File: config.mk
export PLATFORM = sky130hd
export DESIGN_NAME = crack_job_scheduler
export DESIGN_NICKNAME = d
export VERILOG_FILES = /design/src/rtl/crack_job_scheduler.sv
export SDC_FILE = /design/constraint.sdc
export NUM_CORES = 1
export LEC_CHECK = 0
export CAP_MARGIN = 10
export CELL_PAD_IN_SITES_DETAIL_PLACEMENT = 2
export CELL_PAD_IN_SITES_GLOBAL_PLACEMENT = 2
export CORE_ASPECT_RATIO = 0.6
export CORE_UTILIZATION = 23
export CTS_CLUSTER_SIZE = 40
export DETAILED_ROUTE_END_ITERATION = 12
export PLACE_DENSITY = 0.89
export REMOVE_ABC_BUFFERS = 1
export SYNTH_ARGS = -nofsm -noshare
export SYNTH_HDL_FRONTEND = slang
export SYNTH_SLANG_ARGS = --single-unit
File: constraint.sdc
create_clock -name clk -period 4.5 [get_ports clk]
set_input_delay 0.45 -clock clk [delete_from_list [all_inputs] [get_ports clk]]
set_output_delay 0.45 -clock clk [all_outputs]
set_load 0.01 [all_outputs]
File: src/rtl/crack_job_scheduler.sv
// crack_job_scheduler: hands out fixed-size first-character ranges to a pool
// of password_cracker workers, aborts the pool on the first match and reports
// one found/done result per job.
//
// Ports:
//   clk, rst            clock, synchronous active-high reset
//   start               one-cycle job request (ignored while a job runs)
//   password_to_crack   target, captured when start is accepted
//   wk_password         captured target, shared by all workers
//   wk_start/wk_abort   per-worker one-cycle launch / kill pulses
//   wk_from/wk_to       per-worker inclusive range, worker i at [i*IDX_W +: IDX_W]
//   wk_found/wk_guess   per-worker match pulse and matching password
//   wk_done             per-worker "range exhausted" pulse
//   busy/found/done     job status; found and done stay set until the next job
//   cracked_pw          recovered password, found_worker its worker index
//   chunks_issued       ranges dispatched in the current job
module crack_job_scheduler #(
    parameter int unsigned NUM_WORKERS  = 4,
    parameter int unsigned CHARSET_SIZE = 36,
    parameter int unsigned CHUNK        = 4,
    parameter int unsigned IDX_W        = 6,
    parameter int unsigned PW_W         = 32
) (
    input  logic                         clk,
    input  logic                         rst,
    input  logic                         start,
    input  logic [PW_W-1:0]              password_to_crack,
    output logic [PW_W-1:0]              wk_password,
    output logic [NUM_WORKERS-1:0]       wk_start,
    output logic [NUM_WORKERS*IDX_W-1:0] wk_from,
    output logic [NUM_WORKERS*IDX_W-1:0] wk_to,
    output logic [NUM_WORKERS-1:0]       wk_abort,
    input  logic [NUM_WORKERS-1:0]       wk_found,
    input  logic [NUM_WORKERS*PW_W-1:0]  wk_guess,
    input  logic [NUM_WORKERS-1:0]       wk_done,
    output logic                         busy,
    output logic                         found,
    output logic                         done,
    output logic [PW_W-1:0]              cracked_pw,
    output logic [2:0]                   found_worker,
    output logic [IDX_W-1:0]             chunks_issued
);

    // One extra bit so next_from can step past the last index without wrapping.
    localparam int unsigned NF_W     = IDX_W + 1;
    localparam int unsigned LAST_IDX = CHARSET_SIZE - 1;

    typedef enum logic [1:0] {IDLE, RUN, ABORT, FINISH} state_t;

    state_t                 state;
    logic [NUM_WORKERS-1:0] wbusy;
    logic [NF_W-1:0]        next_from;

    logic [NUM_WORKERS-1:0] found_hit;
    logic [NUM_WORKERS-1:0] done_hit;
    logic [NUM_WORKERS-1:0] disp_mask;
    logic                   found_any;
    logic                   more_work;
    logic [2:0]             found_idx;
    logic [PW_W-1:0]        guess_sel;
    logic [31:0]            range_end;
    logic [IDX_W-1:0]       range_to;

    // Match winner, dispatch target and clamped range end for this cycle.
    always_comb begin
        found_hit = wk_found & wbusy;
        done_hit  = wk_done & wbusy;
        found_any = |found_hit;
        more_work = 32'(next_from) < CHARSET_SIZE;
        found_idx = '0;
        guess_sel = '0;
        disp_mask = '0;

        // Descending scans: the last hit written is the lowest index.
        for (int i = NUM_WORKERS - 1; i >= 0; i--) begin
            if (found_hit[i]) begin
                found_idx = 3'(i);
                guess_sel = wk_guess[i*PW_W +: PW_W];
            end
        end

        // Uses the registered busy flags, so a worker reporting done this
        // cycle is only eligible from the next cycle on.
        if (state == RUN && more_work && !found_any) begin
            for (int i = NUM_WORKERS - 1; i >= 0; i--) begin
                if (!wbusy[i]) begin
                    disp_mask    = '0;
                    disp_mask[i] = 1'b1;
                end
            end
        end

        range_end = 32'(next_from) + CHUNK - 1;
        if (range_end > LAST_IDX) begin
            range_end = LAST_IDX;
        end
        range_to = IDX_W'(range_end);
    end

    // Job FSM with registered worker-side and status outputs.
    always_ff @(posedge clk) begin
        if (rst) begin
            state         <= IDLE;
            wbusy         <= '0;
            next_from     <= '0;
            wk_password   <= '0;
            wk_start      <= '0;
            wk_from       <= '0;
            wk_to         <= '0;
            wk_abort      <= '0;
            busy          <= 1'b0;
            found         <= 1'b0;
            done          <= 1'b0;
            cracked_pw    <= '0;
            found_worker  <= '0;
            chunks_issued <= '0;
        end else begin
            wk_start <= disp_mask;
            wk_abort <= '0;

            case (state)
                IDLE, FINISH: begin
                    if (start) begin
                        wk_password   <= password_to_crack;
                        found         <= 1'b0;
                        done          <= 1'b0;
                        cracked_pw    <= '0;
                        found_worker  <= '0;
                        chunks_issued <= '0;
                        next_from     <= '0;
                        busy          <= 1'b1;
                        state         <= RUN;
                    end
                end

                RUN: begin
                    if (found_any) begin
                        cracked_pw   <= guess_sel;
                        found_worker <= found_idx;
                        // Workers that just reported are already idle.
                        wk_abort     <= wbusy & ~(wk_found | wk_done);
                        state        <= ABORT;
                    end else if (!more_work && wbusy == '0) begin
                        done  <= 1'b1;
                        busy  <= 1'b0;
                        state <= FINISH;
                    end else begin
                        wbusy <= (wbusy & ~done_hit) | disp_mask;
                        if (|disp_mask) begin
                            next_from     <= next_from + NF_W'(CHUNK);
                            chunks_issued <= chunks_issued + IDX_W'(1);
                        end
                    end
                end

                ABORT: begin
                    wbusy <= '0;
                    found <= 1'b1;
                    done  <= 1'b1;
                    busy  <= 1'b0;
                    state <= FINISH;
                end

                default: state <= IDLE;
            endcase

            for (int i = 0; i < NUM_WORKERS; i++) begin
                if (disp_mask[i]) begin
                    wk_from[i*IDX_W +: IDX_W] <= IDX_W'(next_from);
                    wk_to[i*IDX_W +: IDX_W]   <= range_to;
                end
            end
        end
    end

endmodule

# ---- After elaboration in Yosys (flattened, before gate mapping)
# Cells that the tools add are included.
dict set report totals {
  register_bits 145
  latch_bits 0
  ramBits 0
  romBits 0
  in_bits 171
  output_inout_bits 132
  elab_cells 113
  n_memories 0
}
dict set report classes {
  add_sub_neg 4
  n_mul 0
  n_div 0
  order_cmp 2
  n_eq_ne 10
  n_shift 0
  n_mux 46
  bitwise 10
  reduce_logical 21
}
# cell n
set op_table {}
lappend op_table {{$mux W32} 6}
lappend op_table {{$pmux W32 S2} 1}
lappend op_table {{$gt A32 B6 Y1 const B} 1}
lappend op_table {{$mux W6} 5}
lappend op_table {{$mux W4} 7}
lappend op_table {{$mux W7} 4}
lappend op_table {{$and A4 B4 Y4} 4}
lappend op_table {{$mux W3} 5}
lappend op_table {{$pmux W7 S2} 1}
lappend op_table {{$pmux W6 S2} 1}
lappend op_table {{$reduce_and A3 Y1} 3}
lappend op_table {{$sub A8 B1 Y9 const B} 1}
lappend op_table {{$add A7 B3 Y8 const B} 1}
lappend op_table {{$mux W2} 4}
lappend op_table {{$ne A2 B2 Y1 const B} 4}
lappend op_table {{$not A4 Y4} 2}
lappend op_table {{$or A4 B4 Y4} 2}
lappend op_table {{$pmux W4 S2} 1}
lappend op_table {{$reduce_or A4 Y1} 2}
lappend op_table {{$add A7 B3 Y7 const B} 1}
lappend op_table {{$lt A7 B6 Y1 const B} 1}
lappend op_table {{$add A6 B1 Y6 const B} 1}
lappend op_table {{$mux W1} 6}
lappend op_table {{$pmux W1 S3} 2}
lappend op_table {{other kinds (17)} 27}

# ---- Longest topological paths before layout
# Gate-level depths: netlist of the first run.
dict set report logic_depth {
  depth_word 10
  ltp_mapped 11
  depth_no_buf 7
}

# ---- Worst setup path after synthesis of the first run
# No wires, ideal clock.
dict set report synth_timing {
  path_type {register to register}
  startpoint {register state[0]}
  endpoint {register cracked_pw[28]}
  arrival_time_ns 2.003
  path_slack_ns 2.427
  path_stages_with_launch 11
  n_path_buf 3
  period_less_slack_ns 2.073
  cell_sequence {dfxtp_1 > inv_1 > ha_1 > buf_2 > mux2i_1 > inv_1 > nand2_1 > buf_2 > buf_2 > or4_1 > a21oi_1}
}
dict set report synth_between {
  elab_chain_cells 4
}
# item line
set synth_rtl {}
lappend synth_rtl {{start: declaration} 50} ;# state_t state;
lappend synth_rtl {{start signal: assignment} 103} ;# state <= IDLE;
lappend synth_rtl {{start signal: assignment} 132} ;# state <= RUN;
lappend synth_rtl {{start signal: assignment} 142} ;# state <= ABORT;
lappend synth_rtl {{$eq A2 B2 Y1 / $logic_not A2 Y1 (equally long branches)} 121} ;# case (state)
lappend synth_rtl {{$reduce_or A2 Y1} 121}
lappend synth_rtl {{$ne A2 B2 Y1 (no line) / $reduce_bool A2 Y1 (equally long branches)} -}
lappend synth_rtl {{$reduce_and A3 Y1 (no line)} -}
lappend synth_rtl {{end signal: assignment} 138} ;# cracked_pw <= guess_sel;
lappend synth_rtl {{end: declaration} 39} ;# output logic [PW_W-1:0] cracked_pw,
# Several ways; a longest one is shown, not always the timed one.
# A chain may end at the register's enable or synchronous reset.

# ---- Worst setup path after layout of the first run
dict set report layout_timing {
  startpoint {register state[1]}
  endpoint {register cracked_pw[16]}
}
# Same word-level chain as after synthesis.

==> metrics list, run 1 <==
* Layout cells sized above 1: under 10%
- The floorplan step set the die height to 124 µm.
- Core footprint: 0.0243 mm²
* Arrival time of the worst setup path: 3.40 ns
* Initial DRT Pass Iterations: 4
* Routed wire length on met2: 11900 µm
* Clock group share of total power: 35.9%
* Post-synth cell types: 47
* Pwr dens: approximately 420 mW/mm²
- Routed wl met3: 2130 µm
- The worst pin sits at a relative slew slack of between 20% and 30%.
* Vias in the first global route: 6655
- Antenna Nets Post-Route: 0
- The number of antenna violations at the first check in global routing was 1.
- CTS buffer count: 17
* Die outline width: ~210 µm
* Longest Clk Path Bufs: 2
- Initial Utilization: 23.5%
- The signal on the critical path passes through inv_1, ha_1, a21boi_0, nand3_2, nand2_2, or4_1, a21oi_1.
- Buffers & Inverters on Critical Path: 1
- DR top layer: met5
* Post-Syn Area per Cell: between 8 and 9 µm²
- Final routed wirelength across all metal layers: 25800 µm
* Number of filler instances in the final layout: 2698
- Pin count of the biggest net entering global routing: 66
* Final number of hold-violating endpoints: 0
- For this run, the post-layout net count is 1111.
- Once the clock tree was built, the resizer swapped 0 gates to a different size.
- The cell area that synthesis handed to floorplanning was 0.00571 mm².
- Cell types with the largest area share after synthesis: sky130_fd_sc_hd__dfxtp_1 46%, sky130_fd_sc_hd__nand2_1 8.5%, sky130_fd_sc_hd__a21oi_1 8.2%
* Post-CTS setup buffer count: 0
- Total number of vias: 6230
* Number of warnings printed during yosys synthesis: 0
- After detailed routing, the number of remaining DRC violations is 0.
- Slew @ Worst Pin: 1.19 ns
- Count of flip-flops with a built-in enable after synthesis: 0
- Top FF cell, synth: sky130_fd_sc_hd__dfxtp_1
- First-pass GRT wire length: 38500 µm
- Of all flip-flops after synthesis, the portion carrying an async set or reset was 0%.
* Layout area overhead: 64.1%
* Power spent charging and discharging nets: approximately 1.4 mW
- The internal power of the cells totals roughly 2.6 mW.
* Cell total after placement: between 1k and 1.5k
* Stage delay of the slowest cell on the critical path: 0.79 ns
* Seq pwr share: about a third
- At the end of routability-driven placement, the weighted congestion stood at 0.745.
* Worst hold margin: 0.458 ns
- Path type of the worst min-delay path: reg -> reg
* Part of the Yosys area used for sequential elements: between 40 and 50%
* Crit Path Category: reg -> reg
- In this run, post-CTS hold repair placed 0 buffers.
* Maximum vdd ir drop: 266 µV
* Max Clk Rate: 327 MHz
* Required time at the endpoint of the critical path: 4.84 ns
- Detailed-route wire length on metal 1: roughly 11000 µm
* Number of pins with negative max-slew slack in the final report: 0
* Critical path's top delay family: simple AND/OR/NAND/NOR gates
- The top cell type by area accounts for between 40% and 50% of the synthesized area.
- Row generation in the floorplan step produced 44 rows.
* Area of the die: about 0.025 mm²
- # Max-Cap Violations: 0
* CTS clock-pin slew for the worst setup and hold paths: about 0.06 ns
- The flow ran to the end, and the final reports show no timing, DRC or antenna violations.
* Finished Layout Cells: 1269
* Largest area contributor in the synthesized netlist: sky130_fd_sc_hd__dfxtp_1
- CTS built an H-tree with a depth of 4.
- Insertion delay to the later sink of the worst-skew pair: 0.42 ns
- Of the total power, combinational logic draws 30.4%.
* Port-buffer cells: 293
* Setup violation total in the final timing report: 0
- For this design the static power due to leakage is roughly 3.3 nW.
* Initial DRC count: 209
- Setup repair after global routing left no endpoint under its margin.
- The number of antenna diodes in the final layout is 0.
- Clock sink total: 130
- Setup TNS: 0 ns
- Top-level port count: 303
- Global-route usage over all layers: between 20% and 30%
- Registers take 0.00260 mm².
- R2R Setup Slk: approximately 1.4 ns
* TritonCTS clock tree: done
- The slowest stage of the critical path belongs to the cell sky130_fd_sc_hd__or4_1.
* HPWL after detailed placement: 18700 µm
- Synthesis inferred 130 register bits.
* Avg Vias per Cell: 4.91
* Setup crit start kind: flip-flop
- Of the total power, the share spent switching nets is between 30% and 40%.
* Crit-path max FO: 65
* Grt ovf: 0
- Clock root buffer: sky130_fd_sc_hd__clkbuf_16
- Of the available clock period, the critical path in the final layout requires 68.0%.
- STA classifies the critical path endpoint as a flip-flop.
* Multi-input gate area in the final layout: 0.00275 mm²
- For the finished layout, the period the worst path requires is between 3 and 4 ns.
* Wire length per cell: slightly above 20 µm
* Worst clock skew: 0.0103 ns
- Instance count of the mapped netlist: 680
cells in the mapped netlist (all sizes together) (2+ instances only):
library cell / instances
nand3: 13
or4: 32
a221oi: 32
a22oi: 2
or4b: 2
inv: 10
nor2b: 3
and2: 5
ha: 6
a211oi: 3
buf: 31
nand2: 129
nor4: 2
a41oi: 2
nor2: 39
a31o: 2
clkbuf: 42
nand4: 5
a21o: 7
dfxtp: 130
o22ai: 32
o21ai: 3
a21oi: 95
nand2b: 11
nor3: 7
mux2i: 20
xnor2: 2
worst min-delay path, cell delays in order (launching register included):
cell	delay, ns
sky130_fd_sc_hd__dfxtp_1	0.31
sky130_fd_sc_hd__nand2_1	0.05
sky130_fd_sc_hd__a21oi_1	0.05
through the flow:
step | power (mW) | setup WS [ns] | area [µm²] | utilization [%]
floorplan | 1.91 | 1.90 | 5370 | -
global placement | 2.52 | 1.47 | 8770 | 36.1
detailed placement | 2.57 | 1.34 | 8770 | 36.1
CTS | 4.04 | 1.44 | 9370 | 38.6
global route | 4.19 | 1.24 | 9370 | 38.6
finish | 3.96 | 1.44 | 9370 | 38.6
sequential cells by signal, indices dropped and copies added, names as in the netlist:
register and flops:
busy 1, chunks_issued 6, cracked_pw 32, done 1, found 1, found_worker 2, next_from 5, state 2
wbusy 4, wk_abort 4, wk_from 16, wk_password 32, wk_start 4, wk_to 20
cell families after synthesis:
kind of cell / synth area share [%]
AO/OA/AOI/OAI: 20.5
XOR/XNOR: 0.307
adder cells (fa/ha/maj): 1.32
buffers and inverters: 7.08
flip-flops: 45.6
multiplexers: 3.71
other: 0.0657
AND/OR/NAND/NOR: 21.4
metal layers:
| layer | vias up | track usage (%) |
|---|---|---|
| met2 | 220 | 33.3 |
| met4 | 2 | 6.44 |
| met1 | 3055 | 24.7 |
| met5 | - | 0 |
| met3 | 28 | 7.06 |
| li1 | 2925 | - |
final cells by class:
type | count | share of cell area [%]
multi-input combinational | 475 | 29.3
sequential | 130 | 27.8
tap | 322 | 4.30
clock inverter | 12 | 1.58
clock buffer | 20 | 4.77
timing repair buffer | 300 | 31.9
inverter | 10 | 0.401
layout by cell type (no fill, tap or decap), types with 4 or more instances in the layout:
cell type and count:
sky130_fd_sc_hd__clkdlybuf4s50_1 292, sky130_fd_sc_hd__dfxtp_1 130, sky130_fd_sc_hd__nand2_1 128, sky130_fd_sc_hd__a21oi_1 94, sky130_fd_sc_hd__nor2_1 38, sky130_fd_sc_hd__o22ai_1 32, sky130_fd_sc_hd__a221oi_1 32, sky130_fd_sc_hd__or4_1 32
sky130_fd_sc_hd__mux2i_1 20, sky130_fd_sc_hd__clkbuf_16 17, sky130_fd_sc_hd__nand3_1 12, sky130_fd_sc_hd__nand2b_1 11, sky130_fd_sc_hd__inv_1 10, sky130_fd_sc_hd__conb_1 9, sky130_fd_sc_hd__buf_4 8, sky130_fd_sc_hd__a21o_1 7
sky130_fd_sc_hd__nor3_1 7, sky130_fd_sc_hd__ha_1 6, sky130_fd_sc_hd__and2_1 5, sky130_fd_sc_hd__nand4_1 5, sky130_fd_sc_hd__inv_6 4
power groups by stage:
stage                     registers [mW]  clock network (mW)  logic (mW)
after detailed placement            1.36                   0        1.21
after CTS                           1.34                1.47        1.23
final                               1.33                1.42        1.20
after floorplan                     1.38                   0       0.525
after global routing                1.35                1.52        1.32
after global placement              1.35                   0        1.17
path summary, 6_finish.rpt:
kind / from / endpoint / cells after the start
worst max-delay path: state[1]$_SDFFE_PP0P_ / cracked_pw[16]$_SDFFE_PP0P_ / 7
worst min-delay path: cracked_pw[30]$_SDFFE_PP0P_ / cracked_pw[30]$_SDFFE_PP0P_ / 2
worst max register to register: state[1]$_SDFFE_PP0P_ / cracked_pw[16]$_SDFFE_PP0P_ / 7
worst min register to register: cracked_pw[30]$_SDFFE_PP0P_ / cracked_pw[30]$_SDFFE_PP0P_ / 2
Note: power is estimated with default switching activity, not from simulation.
==> run 2: changes to the inputs <==
--- a/config.mk
+++ b/config.mk
@@ -9,10 +9,10 @@
 export CELL_PAD_IN_SITES_DETAIL_PLACEMENT = 2
 export CELL_PAD_IN_SITES_GLOBAL_PLACEMENT = 2
 export CORE_ASPECT_RATIO = 0.6
-export CORE_UTILIZATION = 23
+export CORE_UTILIZATION = 19
 export CTS_CLUSTER_SIZE = 40
 export DETAILED_ROUTE_END_ITERATION = 12
-export PLACE_DENSITY = 0.89
+export PLACE_DENSITY = 0.78
 export REMOVE_ABC_BUFFERS = 1
 export SYNTH_ARGS = -nofsm -noshare
 export SYNTH_HDL_FRONTEND = slang
==> constraint.sdc (replaced) <==
create_clock -name clk -period 2.5 [get_ports clk]
set_input_delay 0.25 -clock clk [delete_from_list [all_inputs] [get_ports clk]]
set_output_delay 0.25 -clock clk [all_outputs]
set_load 0.01 [all_outputs]
==> metrics list, run 2 (synthesis gave the netlist of run 1 again) <==
- Initial DRT Pass Iterations: 4 (unchanged)
- Vias in the first global route: 6748 (+1.4%)
* Seq pwr share: 32.7% (-1.0 points)
- Crit-path max FO: 11 (-83%)
- Leading cell type in the layout, fill and taps excluded: sky130_fd_sc_hd__clkdlybuf4s50_1
- The worst-case clock buffer depth was 2 (unchanged).
- Relative contribution of combinational cells to total power: 33.2% (+2.8 points)
- The final hold slack came to 0.307 ns (-0.151 ns).
- Routed wire length on met2: 12000 µm (+0.63%)
- The met3 layer wire length in the routed design was 1790 µm (-16%).
* Final routed wirelength across all metal layers: 26200 µm (+1.6%)
- The library cells used most frequently in the layout, excluding fill and tap cells, are 292 x sky130_fd_sc_hd__clkdlybuf4s50_1, 130 x sky130_fd_sc_hd__dfxtp_1, 128 x sky130_fd_sc_hd__nand2_1.
- Pre-CTS setup slack: 0.0132 ns (-1.32 ns)
- The wire length of the first global-routing pass is 39600 µm (+3.0%).
- The setup fix buffers added after clock tree synthesis came to 0 (unchanged).
- Grouping stages by cell kind, the critical path spends the most delay in simple AND/OR/NAND/NOR gates.
- Origin of the worst setup path: state[1]$_SDFFE_PP0P_
- The worst register-to-register path begins at state[1]$_SDFFE_PP0P_.
* Layout area overhead: 69.1%
- Stage delay of the slowest cell on the critical path: 0.34 ns (-0.45 ns)
* Area of the die: 0.0307 mm² (+21%)
* Antenna violations before repair: 1 (unchanged)
* Detailed-route wire length on metal 1: 11900 µm (+5.4%)
- Top-level port count: 303 (unchanged)
- The data arrival time of the critical path is 2.62 ns (-0.78 ns).
- The register clock-pin slew on the reported worst setup and hold paths was 0.07 ns (about the same).
- Switching power share of the total: 35.3% (+0.44 points)
- Initial DRC count: 250 (+20%)
- The min-delay analysis places its worst path in the category in -> reg.
* Number of levels in the clock H-tree: 4 (unchanged)
* CTS buffer count: 17 (unchanged)
- Buffers & Inverters on Critical Path: 2 (+1)
- Slowest cell on the critical path: sky130_fd_sc_hd__ha_1
* Max Clk Rate: 433 MHz (+32%)
* Global-route usage over all layers: 17.3% (-2.9 points)
* Antenna Nets Post-Route: 0 (unchanged)
- Largest registers: cracked_pw (32), wk_password (32), wk_to (20)
* Clock root buffer: sky130_fd_sc_hd__clkbuf_16
* Pin count of the biggest net entering global routing: 47 (-29%)
- Initial Utilization: 19.6% (-3.9 points)
- The vias after detailed routing is 6283 (+0.85%).
- Power spent charging and discharging nets: 2.56 mW (+85%)
* Number of remaining DRC errors: 0 (unchanged)
* Maximum vdd ir drop: 520 µV (+96%)
- The row count was 48 (+9.1%).
* # Max-Cap Violations: 0 (unchanged)
- Hold-fix buffer count after cts: 0 (unchanged)
- Crit Path Category: reg -> reg
- P_int: 4.69 mW (+82%)
- The final critical delay including setup and external delays came to 2.31 ns (-0.750 ns).
* Layout cells sized above 1: 7.85% (+2.4 points)
- The run finished with clean final reports.
* Worst setup EP type: flip-flop
- Die outline width: 226 µm (+9.9%)
* Port-buffer cells: 293 (unchanged)
* Final number of hold-violating endpoints: 0 (unchanged)
- Setup repair after global routing left no endpoint under its margin.
- The worst hold path begins at rst.
* Wire length per cell: 19.1 µm (-5.7%)
- Pwr dens: 751 mW/mm² (+78%)
- Cell leakage power: 3.37 nW (+3.6%)
* Core footprint: 0.0291 mm² (+20%)
- The total congestion overflow after global routing was 0 (unchanged).
- The max-slew violation total from the final report was 0 (unchanged).
* DR top layer: met4
- GP Congestion: 0.758 (+1.9%)
- Worst clock skew: 0.0128 ns (+0.00248 ns)
* Final critical-path share of the clock period: 92.4% (+24 points)
- Antenna diode count: 0 (unchanged)
- The y dimension of the die is 136 µm (+9.9%).
* Final Worst Setup Slack: 0.191 ns (-1.25 ns)
- Required time at the endpoint of the critical path: 2.81 ns (-2.03 ns)
* Clock sink total: 130 (unchanged)
- The number of vias per cell after detailed routing came to 4.59 (-6.4%).
- The detailed placement HPWL is 19300 µm (+3.1%).
* Relative slew slack: 61.4% (+41 points)
- Traced cell by cell, the critical path runs through inv_1, ha_1, a21boi_2, nand3_2, nor4_2, buf_4, mux2i_1, nor2_1.
* Insertion delay to the later sink of the worst-skew pair: 0.43 ns (about the same)
- Final layout net count: 1132 (+1.9%)
- The final setup violation count came to 0 (unchanged).
- The worst setup path is launched from a flip-flop.
- The clock group share of total power came to 34.0% (-1.9 points).
- Number of filler instances in the final layout: 3244 (+20%)
- Slew @ Worst Pin: 0.579 ns (-0.609 ns)
* TritonCTS clock tree: done
## run 2: cell count changes in the layout (fill, tap and decap cells not counted), sizes merged
cell      previous run  this run
buf                  8        29
clkinv               3         4
clkinvlp             2         3
bufinv               2         1
clkbuf              20        19
## run 2: worst paths after layout
check,end,slack [ns],cells past startpoint
max,wk_from[17]$_SDFFE_PP0P_,0.19,8
min,cracked_pw[10]$_SDFFE_PP0P_,0.31,2
max reg2reg,wk_from[17]$_SDFFE_PP0P_,0.19,8
min reg2reg,wk_password[30]$_SDFFE_PP0P_,0.46,2
## run 2: through the flow
| stage | utilization (%) | power [mW] | cells | area, µm² | setup TNS, ns |
|---|---|---|---|---|---|
| 2_1_floorplan | - | 3.44 | 615 | 5370 | -3.17 |
| 3_3_place_gp | 31.2 | 4.79 | 1336 | 9080 | 0 |
| 3_5_place_dp | 31.2 | 4.87 | 1336 | 9080 | 0 |
| 4_1_cts | 33.1 | 7.40 | 1368 | 9650 | 0 |
| 5_1_grt | 33.1 | 7.69 | 1368 | 9650 | 0 |
| 6_report | 33.1 | 7.25 | 1368 | 9650 | 0 |
## run 2: repair_timing
| item | 4_1_cts | 5_1_grt |
|---|---|---|
| pin swaps | 0 | 0 |
| setup endpoints to repair | 2 | 19 |
| gates resized for setup | 1 | 1 |
## run 2: power groups by stage
stage,sequential (mW),combinational (mW),clock (mW)
2_1_floorplan,2.49,0.945,0
5_1_grt,2.40,2.64,2.65
3_3_place_gp,2.40,2.39,0
6_report,2.37,2.41,2.47
4_1_cts,2.38,2.47,2.55
3_5_place_dp,2.42,2.45,0
## run 2: area by class of cell
class | count | area [µm²] | share of cell area (%)
Clock buffer | 19 | 443 | 4.59
Multi-Input combinational cell | 475 | 2740 | 28.4
Tap cell | 400 | 500 | 5.19
Inverter | 10 | 37.5 | 0.389
Timing Repair Buffer | 321 | 3200 | 33.2
Clock inverter | 13 | 126 | 1.31
Sequential cell | 130 | 2600 | 27.0
## run 2: routing by layer
metal / vias up / track usage [%]
met2: 196 / 27.6
li1: 2969 / -
met5: - / 0
met4: 0 / 5.56
met1: 3085 / 21.7
met3: 33 / 5.99
